**config.mk**
```make
export PLATFORM = sky130hd
export DESIGN_NAME = inputbuf_pingpong
export DESIGN_NICKNAME = d
export VERILOG_FILES = /design/src/rtl/inputbuf_pingpong.sv
export SDC_FILE = /design/constraint.sdc
export NUM_CORES = 1
export LEC_CHECK = 0
export CAP_MARGIN = 15
export CORE_AREA = 2 2 280 282
export CTS_CLUSTER_SIZE = 24
export DETAILED_ROUTE_END_ITERATION = 12
export DIE_AREA = 0 0 282 284
export PLACE_DENSITY = 0.76
export SETUP_SLACK_MARGIN = 0.2
export SYNTH_ARGS = -nofsm -noshare
export SYNTH_HDL_FRONTEND = slang
export SYNTH_SLANG_ARGS = --single-unit
```
**constraint.sdc**
```tcl
create_clock -name aclk -period 3.1 [get_ports aclk]
set_input_delay 0.93 -clock aclk [delete_from_list [all_inputs] [get_ports aclk]]
set_output_delay 0.93 -clock aclk [all_outputs]
set_load 0.01 [all_outputs]
```
**src/rtl/inputbuf_pingpong.sv**
```systemverilog
// inputbuf_pingpong
//   Two-bank (ping-pong) packet buffer. A packet of cfg_depth words is stored
//   in one bank and replayed cfg_nfolds times on the output stream while the
//   next packet is written into the other bank. Depth and fold count are
//   clamped to 1..DEPTH / 1..NFOLDS and latched per bank at the packet's
//   first word.
//
//   Optional feature macro: INPUTBUF_TLAST_EN
//     defined   -> m_axis_tlast marks the last word of every fold
//     undefined -> no m_axis_tlast port, no tlast pipeline registers
//
//   Ports
//     aclk, aresetn     clock, asynchronous active-low reset
//     cfg_depth         words in next packet (0 -> 1, >DEPTH -> DEPTH)
//     cfg_nfolds        replays of next packet (0 -> 1, >NFOLDS -> NFOLDS)
//     s_axis_*          input word stream (tvalid/tdata/tready)
//     m_axis_*          output word stream (tvalid/tdata/tready[/tlast])
//     status_occupancy  banks that are full or being replayed (0..2)
module inputbuf_pingpong #(
  parameter int WIDTH      = 16,
  parameter int DEPTH      = 32,
  parameter int NFOLDS     = 8,
  parameter     RAM_STYLE  = "auto",
  localparam int DEPTH_LOG  = $clog2(DEPTH),
  localparam int NFOLDS_LOG = $clog2(NFOLDS)
) (
  input  logic                aclk,
  input  logic                aresetn,
  input  logic [DEPTH_LOG:0]  cfg_depth,
  input  logic [NFOLDS_LOG:0] cfg_nfolds,
  input  logic                s_axis_tvalid,
  input  logic [WIDTH-1:0]    s_axis_tdata,
  output logic                s_axis_tready,
  output logic                m_axis_tvalid,
  output logic [WIDTH-1:0]    m_axis_tdata,
  input  logic                m_axis_tready,
`ifdef INPUTBUF_TLAST_EN
  output logic                m_axis_tlast,
`endif
  output logic [1:0]          status_occupancy
);

  localparam int DW = DEPTH_LOG + 1;
  localparam int FW = NFOLDS_LOG + 1;
  localparam int AW = $clog2(2 * DEPTH);

  // DRAIN: every word of the bank has been read out of the RAM, but the last
  // one has not yet been accepted downstream. The bank must not be re-read
  // or rewritten while in this state.
  typedef enum logic [1:0] {
    BANK_EMPTY,
    BANK_FILLING,
    BANK_FULL,
    BANK_DRAIN
  } bank_state_e;

  bank_state_e           bankState_q [2];
  bank_state_e           bankState_d [2];
  logic [DW-1:0]         bankDepth_q [2];
  logic [FW-1:0]         bankFolds_q [2];

  logic                  wrPtr_q, wrPtr_d;
  logic [DEPTH_LOG-1:0]  wrAddr_q, wrAddr_d;
  logic                  sTready_q, sTready_d;
  logic [1:0]            occ_q, occ_d;

  logic                  rdPtr_q, rdPtr_d;
  logic [DEPTH_LOG-1:0]  rdAddr_q, rdAddr_d;
  logic [NFOLDS_LOG-1:0] rdFold_q, rdFold_d;
  logic                  freePtr_q, freePtr_d;

  logic                  rValid_q, rEnd_q;
  logic [WIDTH-1:0]      rData_q;
  logic                  qValid_q, qEnd_q;
  logic [WIDTH-1:0]      qData_q;
`ifdef INPUTBUF_TLAST_EN
  logic                  rLast_q, qLast_q;
`endif

  logic                  wrFire, wrFirst, wrLast;
  logic [DW-1:0]         wrDepth;
  logic                  pending, qFree, rdEn, qEn, outFire;
  logic                  rdLastAddr, rdLastFold, rdLastWord;
  logic [AW-1:0]         wrIdx, rdIdx;

  function automatic logic [DW-1:0] clampDepth(input logic [DW-1:0] req);
    if (req == '0)              return DW'(1);
    else if (req > DW'(DEPTH))  return DW'(DEPTH);
    else                        return req;
  endfunction

  function automatic logic [FW-1:0] clampFolds(input logic [FW-1:0] req);
    if (req == '0)              return FW'(1);
    else if (req > FW'(NFOLDS)) return FW'(NFOLDS);
    else                        return req;
  endfunction

  // Decode of the current bank states into write/read side events. The
  // first word of a packet uses the live (clamped) config, later words the
  // value latched into the bank.
  always_comb begin
    wrFire     = s_axis_tvalid & sTready_q;
    wrFirst    = (bankState_q[wrPtr_q] == BANK_EMPTY);
    wrDepth    = wrFirst ? clampDepth(cfg_depth) : bankDepth_q[wrPtr_q];
    wrLast     = ({1'b0, wrAddr_q} == wrDepth - DW'(1));

    pending    = (bankState_q[rdPtr_q] == BANK_FULL);
    qFree      = m_axis_tready | ~qValid_q;
    rdEn       = pending & (qFree | ~rValid_q);
    qEn        = rValid_q & qFree;
    outFire    = qValid_q & m_axis_tready;
    rdLastAddr = ({1'b0, rdAddr_q} == bankDepth_q[rdPtr_q] - DW'(1));
    rdLastFold = ({1'b0, rdFold_q} == bankFolds_q[rdPtr_q] - FW'(1));
    rdLastWord = rdLastAddr & rdLastFold;

    wrIdx      = AW'(wrAddr_q) + (wrPtr_q ? AW'(DEPTH) : AW'(0));
    rdIdx      = AW'(rdAddr_q) + (rdPtr_q ? AW'(DEPTH) : AW'(0));
  end

  // Bank next-state. Writer, reader and drain each touch a bank in a
  // different state, so the three updates never collide on one bank.
  always_comb begin
    for (int b = 0; b < 2; b++) bankState_d[b] = bankState_q[b];
    if (wrFire)             bankState_d[wrPtr_q]   = wrLast ? BANK_FULL : BANK_FILLING;
    if (rdEn && rdLastWord) bankState_d[rdPtr_q]   = BANK_DRAIN;
    if (outFire && qEnd_q)  bankState_d[freePtr_q] = BANK_EMPTY;
  end

  // Pointer/counter next-state and the values behind the registered outputs.
  always_comb begin
    wrPtr_d   = wrPtr_q;
    wrAddr_d  = wrAddr_q;
    rdPtr_d   = rdPtr_q;
    rdAddr_d  = rdAddr_q;
    rdFold_d  = rdFold_q;
    freePtr_d = (outFire && qEnd_q) ? ~freePtr_q : freePtr_q;
    if (wrFire) begin
      if (wrLast) begin
        wrAddr_d = '0;
        wrPtr_d  = ~wrPtr_q;
      end else begin
        wrAddr_d = wrAddr_q + DEPTH_LOG'(1);
      end
    end
    if (rdEn) begin
      if (rdLastAddr) begin
        rdAddr_d = '0;
        if (rdLastFold) begin
          rdFold_d = '0;
          rdPtr_d  = ~rdPtr_q;
        end else begin
          rdFold_d = rdFold_q + NFOLDS_LOG'(1);
        end
      end else begin
        rdAddr_d = rdAddr_q + DEPTH_LOG'(1);
      end
    end
    sTready_d = (bankState_d[wrPtr_d] == BANK_EMPTY) ||
                (bankState_d[wrPtr_d] == BANK_FILLING);
    occ_d = '0;
    for (int b = 0; b < 2; b++) begin
      if (bankState_d[b] == BANK_FULL || bankState_d[b] == BANK_DRAIN) occ_d = occ_d + 2'd1;
    end
  end

  // State register for banks, pointers, per-bank config and output pipeline.
  always_ff @(posedge aclk or negedge aresetn) begin
    if (!aresetn) begin
      for (int b = 0; b < 2; b++) begin
        bankState_q[b] <= BANK_EMPTY;
        bankDepth_q[b] <= '0;
        bankFolds_q[b] <= '0;
      end
      wrPtr_q   <= 1'b0;
      wrAddr_q  <= '0;
      sTready_q <= 1'b0;
      occ_q     <= '0;
      rdPtr_q   <= 1'b0;
      rdAddr_q  <= '0;
      rdFold_q  <= '0;
      freePtr_q <= 1'b0;
      rValid_q  <= 1'b0;
      rEnd_q    <= 1'b0;
      qValid_q  <= 1'b0;
      qEnd_q    <= 1'b0;
      qData_q   <= '0;
    end else begin
      bankState_q <= bankState_d;
      if (wrFire && wrFirst) begin
        bankDepth_q[wrPtr_q] <= clampDepth(cfg_depth);
        bankFolds_q[wrPtr_q] <= clampFolds(cfg_nfolds);
      end
      wrPtr_q   <= wrPtr_d;
      wrAddr_q  <= wrAddr_d;
      sTready_q <= sTready_d;
      occ_q     <= occ_d;
      rdPtr_q   <= rdPtr_d;
      rdAddr_q  <= rdAddr_d;
      rdFold_q  <= rdFold_d;
      freePtr_q <= freePtr_d;
      rValid_q  <= rdEn | (rValid_q & ~qEn);
      qValid_q  <= qEn | (qValid_q & ~m_axis_tready);
      if (rdEn) rEnd_q <= rdLastWord;
      if (qEn) begin
        qEnd_q  <= rEnd_q;
        qData_q <= rData_q;
      end
    end
  end

`ifdef INPUTBUF_TLAST_EN
  // End-of-fold flag travels alongside the data through both stages.
  always_ff @(posedge aclk or negedge aresetn) begin
    if (!aresetn) begin
      rLast_q <= 1'b0;
      qLast_q <= 1'b0;
    end else begin
      if (rdEn) rLast_q <= rdLastAddr;
      if (qEn)  qLast_q <= rLast_q;
    end
  end
  assign m_axis_tlast = qLast_q;
`endif

  // Storage for both banks; bank 1 lives at offset DEPTH. The synchronous
  // read register is kept reset-free so the array maps onto block RAM.
  if (RAM_STYLE == "block") begin : gRamBlock
    (* ram_style = "block" *) logic [WIDTH-1:0] mem [2*DEPTH];
    always_ff @(posedge aclk) begin
      if (wrFire) mem[wrIdx] <= s_axis_tdata;
      if (rdEn)   rData_q    <= mem[rdIdx];
    end
  end else if (RAM_STYLE == "distributed") begin : gRamDist
    (* ram_style = "distributed" *) logic [WIDTH-1:0] mem [2*DEPTH];
    always_ff @(posedge aclk) begin
      if (wrFire) mem[wrIdx] <= s_axis_tdata;
      if (rdEn)   rData_q    <= mem[rdIdx];
    end
  end else begin : gRamAuto
    (* ram_style = "auto" *) logic [WIDTH-1:0] mem [2*DEPTH];
    always_ff @(posedge aclk) begin
      if (wrFire) mem[wrIdx] <= s_axis_tdata;
      if (rdEn)   rData_q    <= mem[rdIdx];
    end
  end

  assign s_axis_tready    = sTready_q;
  assign m_axis_tvalid    = qValid_q;
  assign m_axis_tdata     = qData_q;
  assign status_occupancy = occ_q;

endmodule

```
## Yosys cells after proc, flatten, opt, wreduce, memory -nomap -nowiden

Memories as Yosys holds them, arrays and structs flattened. A register that Yosys moved wholly into a read port is not among the register bits.
Cells that the tools add are included.

| storage, ports and cells | value |
|---|---|
| memories | 1 |
| bits in writable memories | 1024 |
| word-level logic and storage cells | 140 |
| register bits after elaboration | 63 |

| cells by class | value |
|---|---|
| equal/unequal tests | 9 |
| muxes and demuxes | 53 |
| bitwise operators | 25 |
| order comparisons | 9 |
| add/sub/neg operators | 9 |
| reductions and logical operators | 15 |

Memories:

| name | depth | bits a word | rd ports | clocked after memory_dff | write ports | RTL line | RTL |
|---|---|---|---|---|---|---|---|
| gRamAuto.mem | 64 | 16 | 1 | 1 | 1 | 240 | `(* ram_style = "auto" *) logic [WIDTH-1:0] mem [2*DEPTH];` |

Operators with widths:

| operator | count |
|---|---|
| $mux 6 | 13 |
| $mux 4 | 10 |
| $mux 2 | 14 |
| $add 5x6->6 | 2 |
| $bwmux 12 | 1 |
| $eq 5x6->1 | 2 |
| $sub 6x1->6 const B | 2 |
| $add 5x1->5 const B | 2 |
| $eq 2x2->1 const B | 5 |
| $mux 5 | 2 |
| $bwmux 8 | 1 |
| $ge 2x2->1 const B | 4 |
| $not 1->2 | 4 |
| $and 1x1->1 | 7 |
| $not 1->1 | 7 |
| $demux 2 s1 | 3 |
| $demux 6 s1 | 1 |
| $gt 6x6->1 const B | 1 |
| $logic_and 1x1->1 | 6 |
| $logic_not 6->1 | 1 |
| $lt 2x1->1 const B | 3 |
| $mux 1 | 5 |
| $and 4x4->4 | 1 |
| $bwmux 4 | 1 |
| 16 further kinds | 22 |

## Longest topological paths before layout

| logic depth | value |
|---|---|
| word-level depth | 20 |
| depth in mapped cells | 14 |
| depth with buffers taken out | 13 |

## Worst setup path after synthesis

Ideal clock, no wire load.

| timing | value |
|---|---|
| path kind | in2reg |
| start point | input port s_axis_tvalid |
| end point | memory gRamAuto.mem[32][0], enable pin |
| arrival time | 3.385 ns |
| slack | -0.716 ns |
| cell stages on the path | 6 |
| path buffers | 2 |
| setup time | 0.430 ns |
| cells stage by stage | and2_1 > clkbuf_1 > nand2_1 > or3_1 > clkbuf_1 > nor4_1 |

| between the ends | value |
|---|---|
| cells in the longest elaborated chain, start to end | 3 |

Ends and longest elaborated chain:

| item | RTL line | RTL |
|---|---|---|
| from (decl) | 31 | `input logic s_axis_tvalid,` |
| $and 1x1->1 | 102 | `wrFire = s_axis_tvalid & sTready_q;` |
| $mux 1 | 242 | `if (wrFire) mem[wrIdx] <= s_axis_tdata;` |
| $mux 1 (implied by the code) | 242 |  |
| to (decl) | 240 |  |

No other way between the ends.

## Worst setup path after layout

| timing | value |
|---|---|
| start point | register rdAddr_q[0] |
| end point | register rData_q[15] (read register of gRamAuto.mem) (data pin) |

| between the ends | value |
|---|---|
| cells in the longest elaborated chain, start to end | 1 |

Ends and longest elaborated chain:

| item | RTL line | RTL |
|---|---|---|
| from (decl) | 68 | `logic [DEPTH_LOG-1:0] rdAddr_q, rdAddr_d;` |
| from (signal assigned) | 198 | `rdAddr_q <= rdAddr_d;` |
| $add 5x6->6 | 117 | `rdIdx = AW'(rdAddr_q) + (rdPtr_q ? AW'(DEPTH) : AW'(0));` |
| to (decl) | 73 | `logic [WIDTH-1:0] rData_q;` |

No other way between the ends.
A chain may end at the register's enable or synchronous reset.

==> tab_implementation.tex <==
\begin{tabular}{lr}
\hline
Metric & Value \\
\hline
\multicolumn{2}{l}{\textbf{STA}} \\
Max Freq & 333 MHz \\
RSZ-0062 raised after global routing & yes \\
Final Critical Period & 3.00 ns \\
Final Slew Violations & 0 \\
Number of hold violations in the final report & 0 \\
Smallest hold slack & 0.240 ns \\
TNS Setup & 0 ns \\
Max-Slew Margin vs Limit & 0.463 \\
Final clock skew & 0.0339 ns \\
Total of endpoints with negative setup slack in the final report & 0 \\
Post-route fraction of the period consumed by the critical path & 0.967 \\
Pin slew with the least headroom to its limit & 0.805 ns \\
\multicolumn{2}{l}{\textbf{Pwr}} \\
Peak supply drop & 0.481 mV \\
P\_leak & 16.6 nW \\
Cell area power density & 764 nW/um\^{}2 \\
Post-layout power & 38.8 mW \\
\multicolumn{2}{l}{\textbf{Clocking}} \\
CTS Root Cell & clkbuf\_16 \\
Maximum level of the CTS H-tree & 3 \\
Clock insertion delay at the later pin of the skew report & 0.68 ns \\
TritonCTS sink count & 1103 \\
Clock buffers created by TritonCTS & 101 \\
TritonCTS clock tree & done \\
Clock slew at the register clock pins of the worst setup and hold paths & 0.06 ns \\
Hold-fix buffers at CTS & 0 \\
Clock Path Buffers & 3 \\
\multicolumn{2}{l}{\textbf{Routing}} \\
Detailed-routing iteration count for the pre-antenna-repair pass & 5 \\
Overall routed net length & 111 mm \\
Wire per inst & 33.8 um \\
DRT iter0 DRCs & 2894 \\
Average vias per placed instance & 6.55 \\
Number of routed nets with antenna violations & 0 \\
Number of remaining DRC errors & 0 \\
Total vias in the final route & 21600 \\
\multicolumn{2}{l}{\textbf{Worst setup path}} \\
Critical path endpoint category & flip-flop \\
Cell count of the worst reg-to-reg path & 7 \\
Data required time at the worst endpoint & 3.49 ns \\
Standard cell with the maximum stage delay on the critical path & mux4\_2 \\
Data arrival, critical path & 3.38 ns \\
Maximum fanout encountered on the critical timing path & 6 \\
Most used cell along the critical path & mux4\_2 \\
Worst setup path class & reg -> reg \\
Reg-to-reg endpoint & rData\_q[15]\$\_DFFE\_PP\_ \\
Crit path cell chain & buf\_12 > buf\_12 > clkbuf\_16 > buf\_16 > mux4\_2 > mux4\_2 > mux4\_2 \\
Origin of the critical flop-to-flop path & rdAddr\_q[0]\$\_DFFE\_PN0P\_ \\
Delay of the slowest cell on the worst path & 0.57 ns \\
Worst-case register-to-register setup slack & 0.10 ns \\
Critical Path Source Type & flip-flop \\
Crit path from & rdAddr\_q[0]\$\_DFFE\_PN0P\_ \\
\multicolumn{2}{l}{\textbf{Floorplan}} \\
Die footprint & 80100 sq um \\
Row count & 102 \\
Height of the chip & 284 um \\
I/O pin cnt & 50 \\
Area inside the core boundary & 77000 sq um \\
Initial standard-cell utilization of the core & 0.558 \\
Die span in x & 282 um \\
\multicolumn{2}{l}{\textbf{Synth}} \\
Post-synthesis async set-or-reset flop share & 0.0571 \\
Netlist area before placement & 43000 sq um \\
Cell with the most instances after synthesis & edfxtp\_1 \\
Sequential fraction of the synthesis area & 0.764 \\
Synth top area share & 0.727 \\
Nets in the synthesized netlist & 1922 \\
Most instantiated flip-flop cell in the synthesis netlist & edfxtp\_1 \\
Cell count after synthesis & 1885 \\
Post-synth EDFFs & 1040 \\
Post-synth top cells & edfxtp\_1, mux4\_2, nor2\_1, dfrtp\_1, clkbuf\_1 \\
Post-synthesis cell type count & 51 \\
Average size of a mapped cell & 22.8 sq um \\
Yosys warning total & 0 \\
Ranking of synthesized cells by area & edfxtp\_1, mux4\_2, dfrtp\_1, nor2\_1, mux2\_2 \\
Post-synthesis register bit count & 1103 \\
Cell taking the most area after synthesis & edfxtp\_1 \\
\multicolumn{2}{l}{\textbf{Final layout}} \\
Final layout net count & 2195 \\
Filler cells & 4589 \\
Area of the multi-input gates & 9830 sq um \\
Count of placed standard cells in the final layout, fillers left out & 3288 \\
Total non-filler cell area in the finished layout & 50800 sq um \\
Area Growth Syn to Fin & 18.3\% \\
Register cell area after layout & 32800 sq um \\
Layout cell share with drive strength beyond 1 & 0.353 \\
\multicolumn{2}{l}{\textbf{Global routing}} \\
Maximum number of pins on one net before global-route repair & 78 \\
Global-route wire length before repair & 153 mm \\
Number of global-route vias before repair & 21900 \\
Remaining global-route overflow & 0 \\
All-layer global routing usage & 0.271 \\
Initial antenna violation count & 2 \\
\multicolumn{2}{l}{\textbf{Placed design}} \\
Final weighted congestion of routability-driven global placement & 0.875 \\
Number of port buffers & 49 \\
Placed Instance Area & 46700 sq um \\
Cell count after placement & 3046 \\
Detailed Place HPWL & 58.9 mm \\
\multicolumn{2}{l}{\textbf{Job}} \\
MaxCap Viol Count & 0 \\
\multicolumn{2}{l}{\textbf{Worst hold path}} \\
Worst hold-check path type & in -> async \\
\multicolumn{2}{l}{\textbf{Run status}} \\
Outcome & finished, final reports clean \\
\hline
\end{tabular}
worst max-delay path by stage:
stage	endpoint	slack, ns	cells after the start
final	rData_q[15]$_DFFE_PP_	0.10	7
after global routing	status_occupancy[0]$_DFF_PN0_	0.01	13
after CTS	status_occupancy[0]$_DFF_PN0_	0.12	13
after detailed placement	status_occupancy[0]$_DFF_PN0_	-0.84	14
after global placement	status_occupancy[0]$_DFF_PN0_	-0.79	14
after floorplan	status_occupancy[0]$_DFF_PN0_	-0.19	13
state kept, by name (all words and copies together) (netlist names), 3 cells and up:
name / cells
bankDepth_q: 12
rdAddr_q: 5
bankState_q: 4
rData_q: 16
m_axis_tdata: 16
rdFold_q: 3
bankFolds_q: 8
wrAddr_q: 5
gRamAuto.mem: 1024
critical path, delay by kind of cell (launching register included):
kind / cells / cell delay, ns
flops: 1 / 0.50
buf+inv: 4 / 0.63
mux: 3 / 1.58
cell usage in the layout (no fill, tap or decap), drive strengths merged, types with 3 or more instances in the layout:
cell type | synthesis | routed
edfxtp | 1040 | 1040
mux4 | 337 | 337
buf | 44 | 227
clkbuf | 58 | 147
nor2 | 85 | 85
dfrtp | 63 | 63
clkinv | 0 | 45
nand2 | 43 | 43
mux2 | 27 | 27
clkdlybuf4s50 | 0 | 26
o21ai | 25 | 25
xnor2 | 16 | 16
mux2i | 15 | 15
nand3 | 13 | 13
nand2b | 11 | 11
a21oi | 11 | 11
or2 | 10 | 10
nor3 | 10 | 10
inv | 5 | 9
a21o | 8 | 8
nand3b | 7 | 7
ha | 7 | 7
bufinv | 0 | 6
xor2 | 6 | 6
or3 | 6 | 6
and2 | 5 | 5
clkinvlp | 0 | 4
diode | 0 | 3
nor4 | 3 | 3
a31oi | 3 | 3
nand4 | 3 | 3
routing by layer:
metal | track usage | vias to the layer above | wire (um)
met3 | 0.0635 | 223 | 11400
li1 | - | 8500 | -
met5 | 0 | - | 12
met1 | 0.357 | 11400 | 38500
met4 | 0.103 | 2 | 4140
met2 | 0.444 | 1447 | 57100
kinds of logic (layout without fill, tap and decap cells):
logic type      count (synthesis)  count (layout)  synth area share
simple gates                  206             206            0.0223
mux                           379             379             0.187
fa+ha+maj                       7               7           0.00204
flops                        1103            1103             0.764
other cells                     0               3                 0
compound gates                 61              61           0.00912
buf+inv                       107             467            0.0109
xor+xnor                       22              22           0.00466
cell type report:
class | count | share of cell area
timing repair buffer | 272 | 0.0716
sequential | 1103 | 0.646
clock inverter | 59 | 0.00992
antenna | 3 | 0.000148
tap | 1040 | 0.0256
clock buffer | 131 | 0.0530
inverter | 5 | 0.000369
multi-input combinational | 675 | 0.193
power by group:
part / switching, mW / leakage (nW) / total (mW) / internal (mW)
Combinational: 4.70 / 4.92 / 9.15 / 4.45
Clock: 5.47 / 1.55 / 12.1 / 6.66
Sequential: 0.471 / 10.2 / 17.5 / 17.1
Total: 10.6 / 16.6 / 38.8 / 28.2
through the flow:
stage	utilization	worst slack [ns]
2_1_floorplan	-	-0.188
3_3_place_gp	0.607	-0.790
3_5_place_dp	0.607	-0.844
4_1_cts	0.653	0.118
5_1_grt	0.660	0.0115
6_report	0.660	0.101
timing repair:
item | CTS | global route
gates resized for setup | 19 | 40
pin swaps | 7 | 9
buffers inserted | 18 | 14
cloned | 3 | 14
setup endpoints to repair | 20 | 27
Power figures use the tool's default switching activity.
